$ cat config.mk
export PLATFORM = sky130hd
export DESIGN_NAME = xcheck_scheduler
export DESIGN_NICKNAME = d
export VERILOG_FILES = /design/src/rtl/xcheck_scheduler.sv
export SDC_FILE = /design/constraint.sdc
export NUM_CORES = 1
export LEC_CHECK = 0
export BUFFER_PORTS_ARGS = -buffer_cell sky130_fd_sc_hd__buf_4
export CORE_UTILIZATION = 50
export CTS_BUF_LIST = sky130_fd_sc_hd__clkbuf_4 sky130_fd_sc_hd__clkbuf_8 sky130_fd_sc_hd__clkbuf_16
export DETAILED_ROUTE_END_ITERATION = 8
export HOLD_SLACK_MARGIN = 0.05
export PLACE_DENSITY_LB_ADDON = 0.25
export REMOVE_ABC_BUFFERS = 1
export SYNTH_ARGS = -nofsm -noshare
export SYNTH_HDL_FRONTEND = slang
export SYNTH_SLANG_ARGS = --single-unit
$ cat constraint.sdc
create_clock -name clk -period 1.51 [get_ports clk]
set_clock_uncertainty 0.1 [all_clocks]
set_input_delay 0.151 -clock clk [delete_from_list [all_inputs] [get_ports clk]]
set_output_delay 0.151 -clock clk [all_outputs]
set_load 0.02 [all_outputs]
$ cat src/rtl/xcheck_scheduler.sv
// Round-robin scheduler that shares one external X/Z checker between NUM_CH
// monitored lanes, tracking consecutive unknown results and sticky faults.

module xcheck_lane #(
  parameter int THRESH = 2
) (
  input  logic clk,
  input  logic rst,
  input  logic upd,
  input  logic unknown,
  input  logic clr,
  output logic fault
);
  localparam int RUN_W = $clog2(THRESH + 1);

  logic [RUN_W-1:0] run, run_inc;
  logic             hit;

  assign run_inc = (run == RUN_W'(THRESH)) ? run : run + 1'b1;
  assign hit     = upd && unknown && (run_inc == RUN_W'(THRESH));

  // A fault being set beats a clear arriving in the same cycle.
  always_ff @(posedge clk) begin
    if (!rst) begin
      run   <= '0;
      fault <= 1'b0;
    end else if (hit) begin
      run   <= RUN_W'(THRESH);
      fault <= 1'b1;
    end else if (clr) begin
      run   <= '0;
      fault <= 1'b0;
    end else if (upd) begin
      run <= unknown ? run_inc : '0;
    end
  end
endmodule

module xcheck_scheduler #(
  parameter int NUM_CH  = 4,
  parameter int THRESH  = 2,
  parameter int TIMEOUT = 8,
  parameter int CNT_W   = 8
) (
  input  logic                      clk,
  input  logic                      rst,
  input  logic                      en,
  input  logic [NUM_CH-1:0]         ch_mask,
  output logic                      chk_req,
  output logic [$clog2(NUM_CH)-1:0] chk_ch,
  input  logic                      chk_ack,
  input  logic                      chk_unknown,
  input  logic [NUM_CH-1:0]         fault_clr,
  output logic [NUM_CH-1:0]         fault,
  output logic [CNT_W-1:0]          viol_cnt,
  output logic                      scan_done,
  output logic                      busy
);
  localparam int CH_W = $clog2(NUM_CH);
  localparam int TW   = $clog2(TIMEOUT + 1);

  typedef enum logic [1:0] {IDLE, SELECT, WAIT, UPDATE} state_t;

  typedef struct packed {
    logic            vld;
    logic [CH_W-1:0] ch;
  } chk_req_t;

  state_t            state, state_nx;
  chk_req_t          req_q;
  logic [CH_W-1:0]   rr, rr_nx, sel_ch;
  logic              sel_found, last, res_unk, timeout_hit, upd_st;
  logic [CH_W:0]     sum;
  logic [NUM_CH-1:0] mask_q;
  logic [TW-1:0]     tcnt;

  assign chk_req     = req_q.vld;
  assign chk_ch      = req_q.ch;
  assign busy        = (state != IDLE);
  assign upd_st      = (state == UPDATE);
  assign timeout_hit = (tcnt == TW'(TIMEOUT - 1));
  assign rr_nx       = (req_q.ch == CH_W'(NUM_CH - 1)) ? '0 : req_q.ch + 1'b1;

  // First enabled channel at or after the rr pointer, wrapping at NUM_CH.
  always_comb begin
    sel_ch    = '0;
    sel_found = 1'b0;
    sum       = '0;
    for (int k = 0; k < NUM_CH; k++) begin
      sum = {1'b0, rr} + (CH_W+1)'(k);
      if (sum >= (CH_W+1)'(NUM_CH)) sum = sum - (CH_W+1)'(NUM_CH);
      if (!sel_found && ch_mask[sum[CH_W-1:0]]) begin
        sel_found = 1'b1;
        sel_ch    = sum[CH_W-1:0];
      end
    end
  end

  // A round ends when no channel above the current one was enabled at select.
  always_comb begin
    last = 1'b1;
    for (int j = 0; j < NUM_CH; j++)
      if (j > int'(req_q.ch) && mask_q[j]) last = 1'b0;
  end

  always_ff @(posedge clk) begin
    if (!rst) state <= IDLE;
    else      state <= state_nx;
  end

  always_comb begin
    state_nx = state;
    case (state)
      IDLE:    if (en && (ch_mask != '0)) state_nx = SELECT;
      SELECT:  state_nx = sel_found ? WAIT : IDLE;
      WAIT:    if (chk_ack || timeout_hit) state_nx = UPDATE;
      UPDATE:  state_nx = en ? SELECT : IDLE;
      default: state_nx = IDLE;
    endcase
  end

  always_ff @(posedge clk) begin
    if (!rst) begin
      req_q     <= '0;
      rr        <= '0;
      mask_q    <= '0;
      tcnt      <= '0;
      res_unk   <= 1'b0;
      viol_cnt  <= '0;
      scan_done <= 1'b0;
    end else begin
      scan_done <= 1'b0;
      case (state)
        SELECT: if (sel_found) begin
          req_q  <= '{vld: 1'b1, ch: sel_ch};
          mask_q <= ch_mask;
          tcnt   <= '0;
        end
        WAIT: begin
          tcnt <= tcnt + 1'b1;
          if (chk_ack) begin
            res_unk   <= chk_unknown;
            req_q.vld <= 1'b0;
          end else if (timeout_hit) begin
            res_unk   <= 1'b1;
            req_q.vld <= 1'b0;
          end
        end
        UPDATE: begin
          rr        <= rr_nx;
          scan_done <= last;
          if (res_unk && (viol_cnt != '1)) viol_cnt <= viol_cnt + 1'b1;
        end
        default: ;
      endcase
    end
  end

  for (genvar i = 0; i < NUM_CH; i++) begin : g_lane
    xcheck_lane #(.THRESH(THRESH)) u_lane (
      .clk     (clk),
      .rst     (rst),
      .upd     (upd_st && (req_q.ch == CH_W'(i))),
      .unknown (res_unk),
      .clr     (fault_clr[i]),
      .fault   (fault[i])
    );
  end
endmodule

==> results by group <==
Outcome
  • Status: finished with violations
  • Violated checks: setup timing

Timing
  • FMAX: 643 MHz
  • PnR worst setup slack: -0.0447 ns
  • Final setup vio count: 2
  • Worst rel slew slack: 0.681
  • Fin crit share: 1.03
  • Max Slew Vio Count: 0
  • Setup TNS: -0.0706 ns
  • Final hold vios: 0
  • RSZ-0062 raised after global routing: true
  • Crit path time final: 1.55 ns
  • Slew @ Worst Pin: 0.478 ns

Synth
  • Complex-gate fraction of the synthesized area: 0.151
  • Async S/R FF share, synth: 0
  • EDFF count, synth: 0
  • Mapped cell area: 1800 µm²
  • Top FF cell, synth: dfxtp_1
  • #FFs+latches synth: 36
  • Synth Area in XOR/XNOR: 0.00976
  • Mean post-synth cell area: 8.31 µm²
  • Seq/Total Area, Yosys: 0.401
  • Netlist cell types: 47
  • Multiplexer share of the synthesized area: 0.0341
  • Area share of fa/ha/maj cells after synthesis: 0.0767
  • Yosys Warn Count: 0
  • Post-Synth Simple-Gate Area: 0.252
  • Post-Syn Instances: 216
  • Largest family of logic cells by synthesized area: simple AND/OR/NAND/NOR gates

Global routing
  • Total track usage: 0.229
  • Initial antenna violation count: 0
  • First-pass GRT wire length: 6.38 mm
  • Gr ovfl total: 0
  • Largest net degree at the start of global routing: 13
  • Vias in the first global route: 1,483

Clocking
  • Clk slew on worst S/H paths: 0.11 ns
  • CTS Sinks: 36
  • Clock root cell: clkbuf_4
  • Longest Clk Path Bufs: 2
  • TritonCTS Buffers: 5
  • TritonCTS clock tree: yes
  • Htree depth: 2
  • Skew-Pair Late Insertion Delay: 0.34 ns

Route
  • Highest layer used for signal routing: met4
  • Final WL: 4.03 mm
  • Routed length on met3: 106 µm
  • DR WL met2: 1.84 mm
  • DRC: 0
  • First DRT Iteration DRCs: 92
  • Avg Vias per Cell: 5.21
  • Vias: 1,679
  • ANT nets after route: 0
  • Metal-1 WL: 2.03 mm
  • Routed len/inst: 12.5 µm
  • Pre-antenna DRT Iters: 4

Placed design
  • Placed Cells: 305
  • I/O Buffers: 29
  • Dpl ws: 0.00491 ns
  • Gpl congestion: 0.802
  • Final HPWL DP: 2.96 mm

Flow run
  • Max Cap Viol: 0

Critical path
  • Setup Crit Path Kind: flip-flop to flip-flop
  • CP top delay family: simple AND/OR/NAND/NOR gates
  • Slowest cell on the critical path: or4_4
  • CP bufs+invs: 1
  • Critical Path Sink Type: flip-flop
  • Reg2reg setup slack: -0.04 ns
  • Worst path arrival time: 1.75 ns
  • Worst path depth: 5
  • Setup crit start kind: flip-flop
  • R2R cell count: 5
  • Cell chain of the critical path: buf_6 > nand3_4 > or2_4 > or4_4 > a21oi_2
  • CP max stage delay: 0.49 ns
  • WP data required: 1.70 ns
  • Crit path max fanout: 4

Final layout
  • NumNets Final: 300
  • Layout Cells excl Fill: 322
  • Area delta synth->final: 36.0%
  • Share of cells above drive strength 1: 0.301
  • Antenna fix cells: 0

Pwr
  • Leakage power: 1.06 nW
  • Power Total: 1.88 mW
  • Peak VDD IR: 0.474 mV
  • Ratio of total power to cell area: 770 nW/µm²

Floorplanning
  • Initial core utilization: 0.530
  • Num rows: 21
  • Die area: 3830 µm²
  • Die width: 61.9 µm
  • Core area: 3390 µm²
  • IO Count: 30
  • Die H: 61.9 µm

Worst hold path
  • Hold Crit Class: input port to flip-flop
  • Worst hold stages: 4
==> final timing paths <==
kind              start     endpoint
max           flip-flop  viol_cnt[5]
max reg2reg   flip-flop  viol_cnt[5]
min reg2reg   mask_q[2]    scan_done
min          ch_mask[0]    chk_ch[1]
==> Yosys cell counts, drive strengths merged (2+ instances only) <==
| master | instances | area, µm² |
|---|---|---|
| o211a | 2 | 20.0 |
| nand2 | 11 | 41.3 |
| nand4 | 2 | 12.5 |
| nor2b | 2 | 12.5 |
| nor4 | 6 | 43.8 |
| and2 | 2 | 12.5 |
| clkbuf | 5 | 18.8 |
| nor3 | 12 | 60.1 |
| o21ai | 4 | 20.0 |
| a31oi | 7 | 43.8 |
| o22ai | 2 | 12.5 |
| inv | 22 | 82.6 |
| or2 | 2 | 12.5 |
| a21oi | 14 | 70.1 |
| nor2 | 28 | 108 |
| and3 | 11 | 70.1 |
| o21a | 2 | 15.0 |
| o31ai | 2 | 15.0 |
| nand3 | 3 | 20.0 |
| mux2i | 5 | 50.1 |
| ha | 11 | 138 |
| buf | 5 | 33.8 |
| dfxtp | 36 | 721 |
| nand2b | 3 | 18.8 |
==> worst reg2reg max path, delay by kind of cell (launching register included) <==
kind,cells,cell delay (ns)
simple gates,3,0.81
buf+inv,1,0.10
flops,1,0.36
compound gates,1,0.15
==> flip-flops by register name (all words and copies together), names as in the netlist, named ones only <==
| signal | flops |
|---|---|
| mask_q | 3 |
| viol_cnt | 8 |
| g_lane.u_lane.fault | 4 |
| state | 1 |
| rr | 2 |
| tcnt | 4 |
| res_unk | 1 |
| chk_req | 1 |
| scan_done | 1 |
| chk_ch | 2 |
| g_lane.u_lane.run | 8 |
==> layout make-up <==
type	count	area (µm²)
Fill cell	257	948
Tap cell	46	57.6
Clock buffer	7	65.1
Multi-Input combinational cell	148	982
Sequential cell	36	731
Inverter	22	82.6
Timing Repair Buffer	63	523
==> through the flow <==
step | cell area (µm²) | utilization | hold WS [ns]
3_5_place_dp | 2210 | 0.652 | 0.240
5_1_grt | 2440 | 0.720 | 0.0631
4_1_cts | 2380 | 0.704 | 0.0562
3_3_place_gp | 2210 | 0.652 | 0.239
6_report | 2440 | 0.720 | 0.0516
2_1_floorplan | 1740 | - | 0.130
==> power by group <==
part           switching [mW]  total, mW  internal, mW
Combinational           0.152      0.313         0.162
Sequential             0.0218      0.996         0.975
Clock                   0.305      0.569         0.264
Total                   0.478       1.88          1.40
==> routing by layer <==
| metal | GRT usage | vias to the layer above |
|---|---|---|
| met1 | 0.296 | 778 |
| met5 | 0 | - |
| met2 | 0.378 | 23 |
| met4 | 0.0857 | 0 |
| met3 | 0.0476 | 7 |
| li1 | - | 871 |
==> repair_timing <==
action,4_1_cts,5_1_grt
pin swaps,3,3
buffers inserted,1,1
hold buffers,9,0
hold endpoints to repair,16,0
setup endpoints to repair,6,16
resized for setup,7,15
cloned,0,0
==> layout by cell type, fill, tap and decap left out, types with 2 or more instances in the layout <==
| cell type | count |
|---|---|
| a21oi_1 | 12 |
| a21oi_2 | 2 |
| a31oi_1 | 6 |
| and2_1 | 2 |
| and3_1 | 10 |
| buf_4 | 49 |
| buf_6 | 4 |
| clkbuf_4 | 5 |
| clkbuf_8 | 2 |
| dfxtp_1 | 30 |
| dfxtp_2 | 5 |
| dlygate4sd3_1 | 9 |
| ha_1 | 10 |
| inv_1 | 22 |
| mux2i_1 | 5 |
| nand2_1 | 10 |
| nand2b_1 | 3 |
| nand3_1 | 2 |
| nand4_1 | 2 |
| nor2_1 | 26 |
| nor2b_1 | 2 |
| nor3_1 | 12 |
| nor4_1 | 5 |
| o211a_1 | 2 |
| o21a_1 | 2 |
| o21ai_0 | 4 |
| o22ai_1 | 2 |
| o31ai_1 | 2 |
| or2_4 | 2 |
==> cell families (layout without fill, tap and decap cells) <==
group | after synthesis | after routing
buffers and inverters | 32 | 92
XOR/XNOR | 2 | 2
flip-flops | 36 | 36
multiplexers | 6 | 6
AND/OR/NAND/NOR | 87 | 87
adder cells (fa/ha/maj) | 11 | 11
AO/OA/AOI/OAI | 42 | 42
No activity file was read; power rests on OpenSTA's default activity.
